### config.mk
export PLATFORM = sky130hd
export DESIGN_NAME = fifo_uart_drain
export DESIGN_NICKNAME = d
export VERILOG_FILES = /design/src/rtl/fifo_uart_pkg.sv /design/src/rtl/uart_baud_tick.sv /design/src/rtl/fifo_uart_drain.sv
export SDC_FILE = /design/constraint.sdc
export NUM_CORES = 1
export LEC_CHECK = 0
export CAP_MARGIN = 20
export CORE_UTILIZATION = 57
export DETAILED_ROUTE_END_ITERATION = 6
export PLACE_DENSITY_LB_ADDON = 0.1
export SLEW_MARGIN = 5
export SYNTH_ARGS = -nofsm -noshare
export SYNTH_HDL_FRONTEND = slang
export SYNTH_SLANG_ARGS = --single-unit
### constraint.sdc
create_clock -name clk -period 4.97 [get_ports clk]
set_clock_uncertainty 0.05 [all_clocks]
set_input_delay 0.994 -clock clk [delete_from_list [all_inputs] [get_ports clk]]
set_output_delay 0.994 -clock clk [all_outputs]
set_load 0.1 [all_outputs]
### src/rtl/fifo_uart_pkg.sv
// Shared types and constants for the FIFO-to-UART drain.
// State encoding and frame constants used by the top and the bench.
package fifo_uart_pkg;

    typedef enum logic [2:0] {
        S_IDLE   = 3'd0,
        S_POP    = 3'd1,
        S_WAIT   = 3'd2,
        S_START  = 3'd3,
        S_DATA   = 3'd4,
        S_PARITY = 3'd5,
        S_STOP   = 3'd6
    } state_t;

    localparam int   FRAME_DATA_BITS = 8;
    localparam logic IDLE_LEVEL      = 1'b1;

endpackage

### src/rtl/uart_baud_tick.sv
// Per-bit cycle counter: restarts on clear, pulses tick on the last cycle of a bit.
// pre_tick marks the cycle before tick so callers can register end-of-bit outputs.
module uart_baud_tick #(
    parameter int CLKS_PER_BIT = 16
) (
    input  logic clk,
    input  logic rst,
    input  logic clear,
    output logic tick,
    output logic pre_tick
);

    localparam int W = (CLKS_PER_BIT > 1) ? $clog2(CLKS_PER_BIT) : 1;

    logic [W-1:0] count;

    assign tick     = (count == W'(CLKS_PER_BIT - 1));
    assign pre_tick = (count == W'(CLKS_PER_BIT - 2));

    always_ff @(posedge clk) begin
        if (rst || clear || tick) begin
            count <= '0;
        end else begin
            count <= count + 1'b1;
        end
    end

endmodule

### src/rtl/fifo_uart_drain.sv
// Pops bytes from the FIFO and serialises them as 8N1 (or 8E1) UART frames.
// All outputs are registered; the baud counter is held at zero outside the bit states.
module fifo_uart_drain
    import fifo_uart_pkg::*;
#(
    parameter int CLKS_PER_BIT = 16,
    parameter bit PARITY_EN    = 1'b0
) (
    input  logic       clk,
    input  logic       rst,
    input  logic       en,
    input  logic       fifo_empty,
    output logic       fifo_rd_en,
    input  logic [7:0] fifo_rdata,
    output logic       tx,
    output logic       busy,
    output logic       tx_done
);

    state_t     state;
    logic [7:0] shreg;
    logic       par;
    logic [2:0] bit_idx;
    logic       clear;
    logic       tick;
    logic       pre_tick;

    assign clear = (state == S_IDLE) || (state == S_POP) || (state == S_WAIT);

    uart_baud_tick #(
        .CLKS_PER_BIT(CLKS_PER_BIT)
    ) u_baud (
        .clk     (clk),
        .rst     (rst),
        .clear   (clear),
        .tick    (tick),
        .pre_tick(pre_tick)
    );

    always_ff @(posedge clk) begin
        if (rst) begin
            state      <= S_IDLE;
            tx         <= IDLE_LEVEL;
            fifo_rd_en <= 1'b0;
            busy       <= 1'b0;
            tx_done    <= 1'b0;
            bit_idx    <= '0;
            shreg      <= '0;
            par        <= 1'b0;
        end else begin
            fifo_rd_en <= 1'b0;
            tx_done    <= 1'b0;
            unique case (state)
                S_IDLE: begin
                    tx <= IDLE_LEVEL;
                    if (en && !fifo_empty) begin
                        state      <= S_POP;
                        fifo_rd_en <= 1'b1;
                        busy       <= 1'b1;
                    end
                end
                S_POP: begin
                    state <= S_WAIT;
                end
                S_WAIT: begin
                    shreg <= fifo_rdata;
                    par   <= ^fifo_rdata;
                    tx    <= 1'b0;
                    state <= S_START;
                end
                S_START: begin
                    if (tick) begin
                        state   <= S_DATA;
                        bit_idx <= '0;
                        tx      <= shreg[0];
                    end
                end
                S_DATA: begin
                    if (tick) begin
                        if (bit_idx == 3'(FRAME_DATA_BITS - 1)) begin
                            if (PARITY_EN) begin
                                state <= S_PARITY;
                                tx    <= par;
                            end else begin
                                state <= S_STOP;
                                tx    <= IDLE_LEVEL;
                            end
                        end else begin
                            bit_idx <= bit_idx + 1'b1;
                            shreg   <= shreg >> 1;
                            tx      <= shreg[1];
                        end
                    end
                end
                S_PARITY: begin
                    if (tick) begin
                        state <= S_STOP;
                        tx    <= IDLE_LEVEL;
                    end
                end
                S_STOP: begin
                    // tx_done lands on the final stop cycle
                    if (pre_tick) begin
                        tx_done <= 1'b1;
                    end
                    if (tick) begin
                        state <= S_IDLE;
                        busy  <= 1'b0;
                    end
                end
                default: begin
                    state <= S_IDLE;
                end
            endcase
        end
    end

endmodule

==> results of run 1 <==
cell families (layout without fill, tap and decap cells):
kind of cell / count (synthesis) / count (layout) / share of synthesized area (%)
mux: 10 / 10 / 8.81
simple gates: 50 / 50 / 23.3
compound gates: 23 / 23 / 16.0
fa+ha+maj: 5 / 5 / 5.51
buf+inv: 11 / 20 / 5.29
flops: 22 / 22 / 38.8
xor+xnor: 3 / 3 / 2.31
report_power, final:
part | total [W] | internal [W] | switching, W
Sequential | 0.000198 | 0.000187 | 0.0000111
Combinational | 0.0000598 | 0.0000267 | 0.0000331
Clock | 0.0000754 | 0.0000282 | 0.0000472
layout by cell type (no fill, tap or decap):
cell and count:
nand4_1 1, xnor2_1 2, inv_1 2, or3b_2 1, nor3_1 2, o21bai_1 1, a21bo_2 1, or4b_1 1
a211oi_4 1, mux2i_1 10, a221oi_1 1, a31o_2 1, a211oi_1 7, nand3_1 5, and3_1 3, a21oi_4 1
nand2b_1 1, clkbuf_4 3, a32oi_1 1, clkdlybuf4s50_1 15, ha_1 5, a21o_1 1, nand2_1 7, o21ai_0 1
nand4b_2 1, xor2_1 1, and2b_4 1, nor2b_1 3, a21oi_1 6, or4b_4 1, dfxtp_1 22, a31oi_1 1
nand3b_1 2, nor2_1 20, or3_1 1
metal layers:
| metal | wire length, µm | GRT usage (%) |
|---|---|---|
| met5 | 0 | 0 |
| met4 | 13 | 8.57 |
| met3 | 71 | 3.53 |
| met2 | 844 | 30.6 |
| met1 | 1030 | 30.5 |
cells in the mapped netlist, types with 2 or more instances:
cell	number	area share, %
dfxtp_1	22	39
nor2_1	20	6.6
mux2i_1	10	8.8
a211oi_1	7	4.6
nand2_1	7	2.3
a21oi_1	6	2.6
ha_1	5	5.5
nand3_1	5	2.2
clkbuf_1	4	1.3
and3_1	3	1.7
buf_2	3	1.3
nor2b_1	3	1.7
buf_6	2	2.0
inv_1	2	0.66
nand3b_1	2	1.3
nor3_1	2	0.88
xnor2_1	2	1.5
stage by stage:
stage / instance area (µm²) / hold slack, ns
after floorplan: 1140 / 0.380
after global placement: 1260 / 0.391
after detailed placement: 1260 / 0.410
after CTS: 1290 / 0.432
after global routing: 1290 / 0.441
final: 1290 / 0.425
cell type report:
class                   count  area, µm²  area share [%]
clock buffers               3       22.5            1.75
inverters                   2       7.51           0.583
multi-input cells          91        636            49.4
flip-flops and latches     22        440            34.2
well taps                  25       31.3            2.43
repair buffers             15        150            11.7
registers in the layout, indices dropped and copies added (netlist names):
name	flops
state	3
fifo_rd_en	1
shreg	8
busy	1
tx_done	1
tx	1
bit_idx	3
u_baud.count	4
worst max path at each step:
stage                                            end  slack [ns]  depth (start not counted)
after detailed placement  u_baud.count[3]$_SDFF_PP0_        2.36                          3
after global routing                            busy        2.10                          1
after floorplan                                   tx        3.00                          0
final                                           busy        2.16                          1
after global placement    u_baud.count[3]$_SDFF_PP0_        2.45                          3
after CTS                                       busy        2.14                          1
==> impl_metrics.csv, run 1 <==
group,metric,value,unit
placed_design,dpl.hpwl,1390,µm
critical_path,end_kind,"output port",
synth,synth_area,0.00114,mm²
placed_design,finalWeightedCongestion,0.741,
critical_path,cp_max_fo,2,
timing,setup_violations,0,
route,dr.pass1.iters,4,
route,via_per_inst,5.47,
clocking,clk_path_buf_depth,2,
route,drcViolationCount,0,
floorplan,core,0.00180,mm²
floorplan,pin_count,16,
timing,final.setup.worst_slack,2.16,ns
timing,rsz0062_at_grt,"false",
final_layout,postLayoutCoreUtil,71.5,%
route,drt-initial-drc-count,14,
min_path,hold_path_class,"flop to flop",
pwr,power_density,259,mW/mm²
clocking,h-tree-depth,1,
critical_path,reg2reg_slack,2.95,ns
floorplan,die_area,0.00218,mm²
clocking,clock-sinks,22,
placed_design,port_buffers,15,
critical_path,cp_slowest_cell,"clkdlybuf4s50_1",
clocking,cts_hold_buf,0,
global_routing,grt-ovfl-total,0,
global_routing,grt_max_degree,21,
critical_path,critPathTopFamily,"buffers and inverters",
timing,post-route-period-util,56.6,%
clocking,cts-root-buf,"clkbuf_4",
timing,tns,0,ns
critical_path,crit_type,"flop to output port",
clocking,clk_latency,0.29,ns
critical_path,reg2reg_to,"shreg[0]$_SDFFE_PP0P_",
final_layout,drive_gt1_share,8.27,%
pwr,power_leakage,0.525,nW
job,max-cap-violations,0,
pwr,vdd_drop_max,187,µV
synth,seq_area_frac_synth,38.8,%
timing,hold_viol_final,0,
global_routing,track_usage,21.1,%
final_layout,area_delta_synth_final,13.3,%
synth,syn_area_per_cell,9.16,µm²
outcome,status,"finished clean",
critical_path,cp.required,3.93,ns
timing,final_max_slew_viol_count,0,
timing,max_slew.worst_pin.slew,0.960,ns
route,num_vias,865,
final_layout,n_antenna_cell,0,
route,wl,1960,µm
critical_path,slowest_delay,1.13,ns
critical_path,cp-startpoint,"busy$_SDFFE_PP0P_",
min_path,hold_end,"shreg[7]$_SDFFE_PP0P_",
synth,ys_seq_elements,22,
route,antenna_left,0,
global_routing,antenna_found_initial,0,
clocking,cts_made_buffers,3,
floorplan,die_w,46.6,µm
route,wl_per_cell,12.4,µm
final_layout,final_nets,152,
clocking,cts_setup_buffers,0,
pwr,total_power,0.000333,W
synth,yosysWarnings,0,
critical_path,cp.buffers_inverters,1,
final_layout,fill_cells,152,
floorplan,start_util,63.1,%
timing,fmax,356,MHz
timing,max_slew_margin,35.8,%
synth,synth-edff-count,0,
synth,mappedNetlistNets,141,
clocking,cts.repair.resized,0,
min_path,hold_depth,2,
global_routing,grt_pass1_wl,3220,µm
clocking,cts_tree,"yes",
critical_path,path_cells,"clkdlybuf4s50_1",
min_path,hp-start,"shreg[7]$_SDFFE_PP0P_",
critical_path,rr_startpoint,"bit_idx[0]$_SDFFE_PP0P_",
critical_path,rr_worst_depth,6,
synth,ys_async_sr_fraction,0,%
critical_path,cp.arrival,1.77,ns
timing,fin_crit,2.81,ns
critical_path,startpoint_type,"flop",
synth,netlist_instances,124,
placed_design,pre_cts_ws,2.36,ns
clocking,cts.clk_slew.worst_paths,0.11,ns
floorplan,row_count,15,
final_layout,stdcell_count,158,
global_routing,grt_pass1_vias,730,
synth,ys_types,36,
floorplan,fp.dieH,46.6,µm
placed_design,placed_cells,155,
synth,synthFlopType,"dfxtp_1",
Note: power is estimated with default switching activity, not from simulation.
==> inputs of run 2 (changes only) <==
--- a/config.mk
+++ b/config.mk
@@ -6,7 +6,7 @@
 export NUM_CORES = 1
 export LEC_CHECK = 0
 export CAP_MARGIN = 20
-export CORE_UTILIZATION = 57
+export CORE_UTILIZATION = 53
 export DETAILED_ROUTE_END_ITERATION = 6
 export PLACE_DENSITY_LB_ADDON = 0.1
 export SLEW_MARGIN = 5
==> constraint.sdc (replaced) <==
create_clock -name clk -period 2.6 [get_ports clk]
set_clock_uncertainty 0.05 [all_clocks]
set_input_delay 0.52 -clock clk [delete_from_list [all_inputs] [get_ports clk]]
set_output_delay 0.52 -clock clk [all_outputs]
set_load 0.1 [all_outputs]
==> run 2 against run 1 <==
Against the previous run: core utilization is 5.0 points lower; clock-buffer cell count stayed put; worst setup slack worse by 1.6 ns; sequential power is 91% higher; sequential cell count stayed put.
==> impl_metrics.csv, run 2 (synthesis gave the netlist of run 1 again) <==
group,metric,value,unit
route,wl,2080,µm
placed_design,port_buffers,15,
critical_path,cp_common_cell,"ha_1",
global_routing,grt_pass1_vias,845,
critical_path,rr_worst_depth,6,
global_routing,grt-ovfl-total,0,
timing,setup_violations,0,
critical_path,startpoint_type,"flop",
critical_path,cp.buffers_inverters,0,
final_layout,largest_register_ffs,8,
floorplan,start_util,57.3,%
critical_path,cp.arrival,2.19,ns
timing,post-route-period-util,77.1,%
route,num_vias,875,
clocking,clock-sinks,22,
floorplan,core,0.00198,mm²
timing,fmax,499,MHz
timing,final_max_slew_viol_count,0,
clocking,cts.repair.resized,0,
min_path,hold_path_class,"flop to flop",
global_routing,grt_max_degree,18,
critical_path,path_cells,"ha_1, ha_1, nand4b_2, a211oi_4, nor2_1, a211oi_1",
final_layout,drive_gt1_share,12.6,%
route,wl_per_cell,12.8,µm
floorplan,row_count,16,
placed_design,place_area,0.00126,mm²
final_layout,fill_cells,155,
final_layout,area_delta_synth_final,16.0,%
final_layout,reg_top3,"shreg (8), u_baud.count (4)",
critical_path,reg2reg_to,"shreg[4]$_SDFFE_PP0P_",
critical_path,crit_cells,6,
timing,max_slew_margin,61.5,%
pwr,vdd_drop_max,397,µV
critical_path,slowest_delay,0.57,ns
final_layout,mostFrequentLayoutCells,"dfxtp_1 (22), nor2_1 (20), clkdlybuf4s50_1 (11)",
critical_path,cp-startpoint,"bit_idx[0]$_SDFFE_PP0P_",
clocking,cts_made_buffers,3,
critical_path,critPathTopFamily,"compound AO/OA/AOI/OAI gates",
job,max-cap-violations,0,
route,via_per_inst,5.40,
floorplan,die_w,48.3,µm
timing,tns,0,ns
final_layout,n_antenna_cell,0,
route,drt-initial-drc-count,26,
critical_path,end_kind,"flop",
critical_path,cp_slowest_cell,"a211oi_4",
pwr,power_leakage,0.550,nW
critical_path,cp.required,2.78,ns
clocking,cts_hold_buf,0,
clocking,cts_tree,"yes",
critical_path,reg2reg_slack,0.60,ns
final_layout,finalInstanceArea,0.00132,mm²
final_layout,final_nets,153,
timing,max_slew.worst_pin.slew,0.576,ns
clocking,h-tree-depth,1,
pwr,total_power,0.000754,W
placed_design,finalWeightedCongestion,0.765,
floorplan,pin_count,16,
critical_path,critPathCapture,"shreg[4]$_SDFFE_PP0P_",
final_layout,top_register,"shreg",
global_routing,grt_pass1_wl,3560,µm
clocking,cts_setup_buffers,0,
clocking,clk_path_buf_depth,2,
route,dr.pass1.iters,3,
floorplan,fp.dieH,48.3,µm
clocking,cts-root-buf,"clkbuf_4",
critical_path,cp_max_fo,15,
clocking,cts.clk_slew.worst_paths,0.13,ns
final_layout,layout_commonest_cell,"dfxtp_1",
pwr,power_density,572,mW/mm²
global_routing,track_usage,19.5,%
floorplan,die_area,0.00233,mm²
critical_path,rr_startpoint,"bit_idx[0]$_SDFFE_PP0P_",
clocking,clk_latency,0.32,ns
outcome,status,"finished clean",
timing,hold_viol_final,0,
placed_design,dpl.hpwl,1500,µm
route,antenna_left,0,
global_routing,antenna_found_initial,0,
timing,fin_crit,2.00,ns
critical_path,crit_type,"flop to flop",
timing,rsz0062_at_grt,"false",
route,drcViolationCount,0,
## run 2: power breakdown
part / internal (W) / switching [W]
Sequential: 0.000357 / 0.0000215
Combinational: 0.0000508 / 0.0000644
Clock: 0.000156 / 0.000104
## run 2: cell type report
type | instances | area, µm² | area share, %
multi-input cells | 91 | 636 | 48.2
flip-flops and latches | 22 | 440 | 33.4
repair buffers | 16 | 148 | 11.2
well taps | 27 | 33.8 | 2.56
clock inverters | 1 | 30.0 | 2.28
clock buffers | 3 | 22.5 | 1.71
inverters | 2 | 7.51 | 0.570
## run 2: worst register-to-register path, cell delays in order, from the launching register on
cell and delay, ns:
dfxtp_1 0.34, ha_1 0.22, ha_1 0.19, nand4b_2 0.22, a211oi_4 0.57, nor2_1 0.08
a211oi_1 0.25
## run 2: worst min-delay path by stage
stage                                          start                          to  cells after the start
after global routing      u_baud.count[0]$_SDFF_PP0_  u_baud.count[0]$_SDFF_PP0_                      1
final                     u_baud.count[0]$_SDFF_PP0_  u_baud.count[0]$_SDFF_PP0_                      1
after CTS                 u_baud.count[0]$_SDFF_PP0_  u_baud.count[0]$_SDFF_PP0_                      1
after floorplan           u_baud.count[0]$_SDFF_PP0_  u_baud.count[0]$_SDFF_PP0_                      1
after global placement    u_baud.count[0]$_SDFF_PP0_  u_baud.count[0]$_SDFF_PP0_                      1
after detailed placement  u_baud.count[0]$_SDFF_PP0_  u_baud.count[0]$_SDFF_PP0_                      1
## run 2: metrics by stage
step                utilization, %  hold slack, ns  instances  setup slack [ns]
floorplan                        -           0.380        124             0.813
global placement              63.8           0.397        158             0.711
detailed placement            63.8           0.409        158             0.621
CTS                           66.5           0.436        162             0.590
global route                  66.5           0.469        162             0.422
finish                        66.5           0.435        162             0.597
## run 2: routing by layer
metal | track usage, % | vias to the layer above | wire length, µm
met5 | 0 | - | 0
met4 | 7.84 | 0 | 23
met3 | 4.09 | 3 | 50
met2 | 33.3 | 15 | 949
met1 | 23.7 | 400 | 1050
li1 | - | 457 | -
==> inputs of run 3 (changes only) <==
--- a/config.mk
+++ b/config.mk
@@ -6,7 +6,7 @@
 export NUM_CORES = 1
 export LEC_CHECK = 0
 export CAP_MARGIN = 20
-export CORE_UTILIZATION = 53
+export CORE_UTILIZATION = 47
 export DETAILED_ROUTE_END_ITERATION = 6
 export PLACE_DENSITY_LB_ADDON = 0.1
 export SLEW_MARGIN = 5
==> constraint.sdc (replaced) <==
create_clock -name clk -period 1.7 [get_ports clk]
set_clock_uncertainty 0.05 [all_clocks]
set_input_delay 0.34 -clock clk [delete_from_list [all_inputs] [get_ports clk]]
set_output_delay 0.34 -clock clk [all_outputs]
set_load 0.1 [all_outputs]
==> run 3 against run 2 <==
Against the previous run: the flow now finishes with violations (negative setup slack); cell area grew 21%; fmax increased by 12%; largest power group unchanged; non-clock buffer count grew 12; sequential power increased by 51%; sequential cell count unchanged; first-iteration DRC count is 3.8% lower; largest cell class unchanged; hold slack improved by 0.0057 ns; clock-buffer cell count rose by 1; final cell count is 8.0% higher; worst setup slack got worse by 0.69 ns; highest routed layer unchanged.
==> impl_metrics.csv, run 3 (synthesis gave the netlist of run 1 again) <==
group,metric,value,unit
outcome,status,"complete, but fails checks",
outcome,violations,"negative setup slack",
critical_path,rr_startpoint,"bit_idx[0]$_SDFFE_PP0P_",
final_layout,final_nets,165,
final_layout,drive_gt1_share,34.0,%
global_routing,track_usage,19.6,%
floorplan,row_count,17,
placed_design,pre_cts_ws,-0.109,ns
global_routing,grt_max_degree,15,
critical_path,reg2reg_slack,-0.09,ns
global_routing,grt_pass1_vias,833,
final_layout,top_register,"shreg",
min_path,hp-start,"shreg[7]$_SDFFE_PP0P_",
timing,final_max_slew_viol_count,0,
floorplan,core,0.00225,mm²
timing,rsz0062_at_grt,"true",
final_layout,postLayoutCoreUtil,70.9,%
global_routing,grt_pass1_wl,3750,µm
final_layout,area_delta_synth_final,40.6,%
timing,fmax,559,MHz
job,max-cap-violations,0,
timing,hold_viol_final,0,
clocking,cts_tree,"yes",
clocking,cts_made_buffers,3,
route,antenna_left,0,
global_routing,antenna_found_initial,0,
pwr,total_power,0.00114,W
route,num_vias,966,
final_layout,layout_commonest_cell,"dfxtp_1",
floorplan,pin_count,16,
floorplan,start_util,50.4,%
pwr,power_leakage,0.653,nW
route,drt-initial-drc-count,25,
clocking,clk_latency,0.31,ns
clocking,cts-root-buf,"clkbuf_4",
global_routing,grt-ovfl-total,0,
critical_path,cp.required,1.86,ns
critical_path,crit_type,"flop to flop",
clocking,h-tree-depth,1,
timing,setup_violations,6,
clocking,cts.clk_slew.worst_paths,0.13,ns
route,via_per_inst,5.52,
critical_path,reg2reg_to,"bit_idx[2]$_SDFFE_PP0P_",
clocking,cts_hold_buf,0,
clocking,clock-sinks,22,
timing,post-route-period-util,105,%
route,wl,2340,µm
timing,max_slew_margin,79.6,%
timing,final.setup.worst_slack,-0.0901,ns
placed_design,finalWeightedCongestion,0.774,
pwr,power_density,715,mW/mm²
route,drcViolationCount,0,
route,dr.pass1.iters,4,
floorplan,die_area,0.00262,mm²
floorplan,die_w,51.2,µm
final_layout,mostFrequentLayoutCells,"dfxtp_1 (20), nor2_1 (15), clkdlybuf4s50_1 (11)",
min_path,hold_depth,2,
critical_path,startpoint_type,"flop",
timing,fin_crit,1.79,ns
route,wl_per_cell,13.4,µm
clocking,clk_path_buf_depth,2,
critical_path,end_kind,"flop",
placed_design,dpl.hpwl,1680,µm
critical_path,cp.arrival,1.95,ns
final_layout,reg_top3,"shreg (8), u_baud.count (4)",
placed_design,port_buffers,15,
final_layout,n_antenna_cell,0,
pwr,vdd_drop_max,601,µV
min_path,hold_path_class,"flop to flop",
min_path,hold_end,"shreg[7]$_SDFFE_PP0P_",
critical_path,rr_worst_depth,6,
critical_path,cp_max_fo,3,
timing,max_slew.worst_pin.slew,0.305,ns
floorplan,fp.dieH,51.2,µm
final_layout,largest_register_ffs,8,
==> run 3: cell types whose count changed in the layout (fill, tap and decap cells not counted), sizes merged <==
cell / change
buf: +11
bufinv: -1
clkbuf: +2
==> run 3: cell type report <==
class,count,area [µm²]
inverter,2,7.51
timing repair buffer,28,322
multi-input combinational,91,754
tap,28,35.0
sequential,22,443
fill,175,657
clock buffer,4,36.3
==> run 3: worst max-delay path by stage <==
stage                             from                 endpoint  slack, ns  cells past startpoint
2_1_floorplan  bit_idx[0]$_SDFFE_PP0P_  bit_idx[0]$_SDFFE_PP0P_      -0.03                      6
3_3_place_gp   bit_idx[1]$_SDFFE_PP0P_  bit_idx[2]$_SDFFE_PP0P_      -0.04                      6
3_5_place_dp   bit_idx[1]$_SDFFE_PP0P_  bit_idx[1]$_SDFFE_PP0P_      -0.11                      6
4_1_cts        bit_idx[0]$_SDFFE_PP0P_  bit_idx[1]$_SDFFE_PP0P_      -0.11                      6
5_1_grt        bit_idx[0]$_SDFFE_PP0P_  bit_idx[0]$_SDFFE_PP0P_      -0.13                      6
6_report       bit_idx[0]$_SDFFE_PP0P_  bit_idx[2]$_SDFFE_PP0P_      -0.09                      6
==> run 3: what timing repair did <==
item / 4_1_cts / 5_1_grt
gates resized for setup: 0 / 22
pin swaps: 2 / 11
setup endpoints to repair: 11 / 12
buffers inserted: 2 / 0
gates cloned: 0 / 1
==> run 3: where the power goes <==
group | switching [W] | internal (W) | total (W)
Sequential | 0.0000267 | 0.000546 | 0.000573
Combinational | 0.000140 | 0.000140 | 0.000281
Clock | 0.000159 | 0.000131 | 0.000289
==> run 3: critical path: stages, from the launching register on <==
cell and delay, ns:
dfxtp_2 0.36, ha_4 0.18, ha_4 0.15, or4b_4 0.49, a21oi_4 0.19, mux2i_1 0.21
nor2_1 0.06
==> run 3: through the flow <==
stage	hold WS (ns)	instance area [µm²]	TNS, ns	cells
floorplan	0.380	1160	-0.0803	124
global placement	0.407	1420	-0.189	168
detailed placement	0.417	1420	-0.411	168
CTS	0.435	1480	-0.772	174
global route	0.460	1600	-0.922	175
finish	0.441	1600	-0.391	175
==> run 3: layer usage <==
metal	track usage, %	vias to the layer above	share of wire [%]
met2	29.6	22	47
met1	27.1	457	49
met4	8.33	0	0.43
met5	0	-	0
li1	-	485	-
met3	3.57	2	3.4
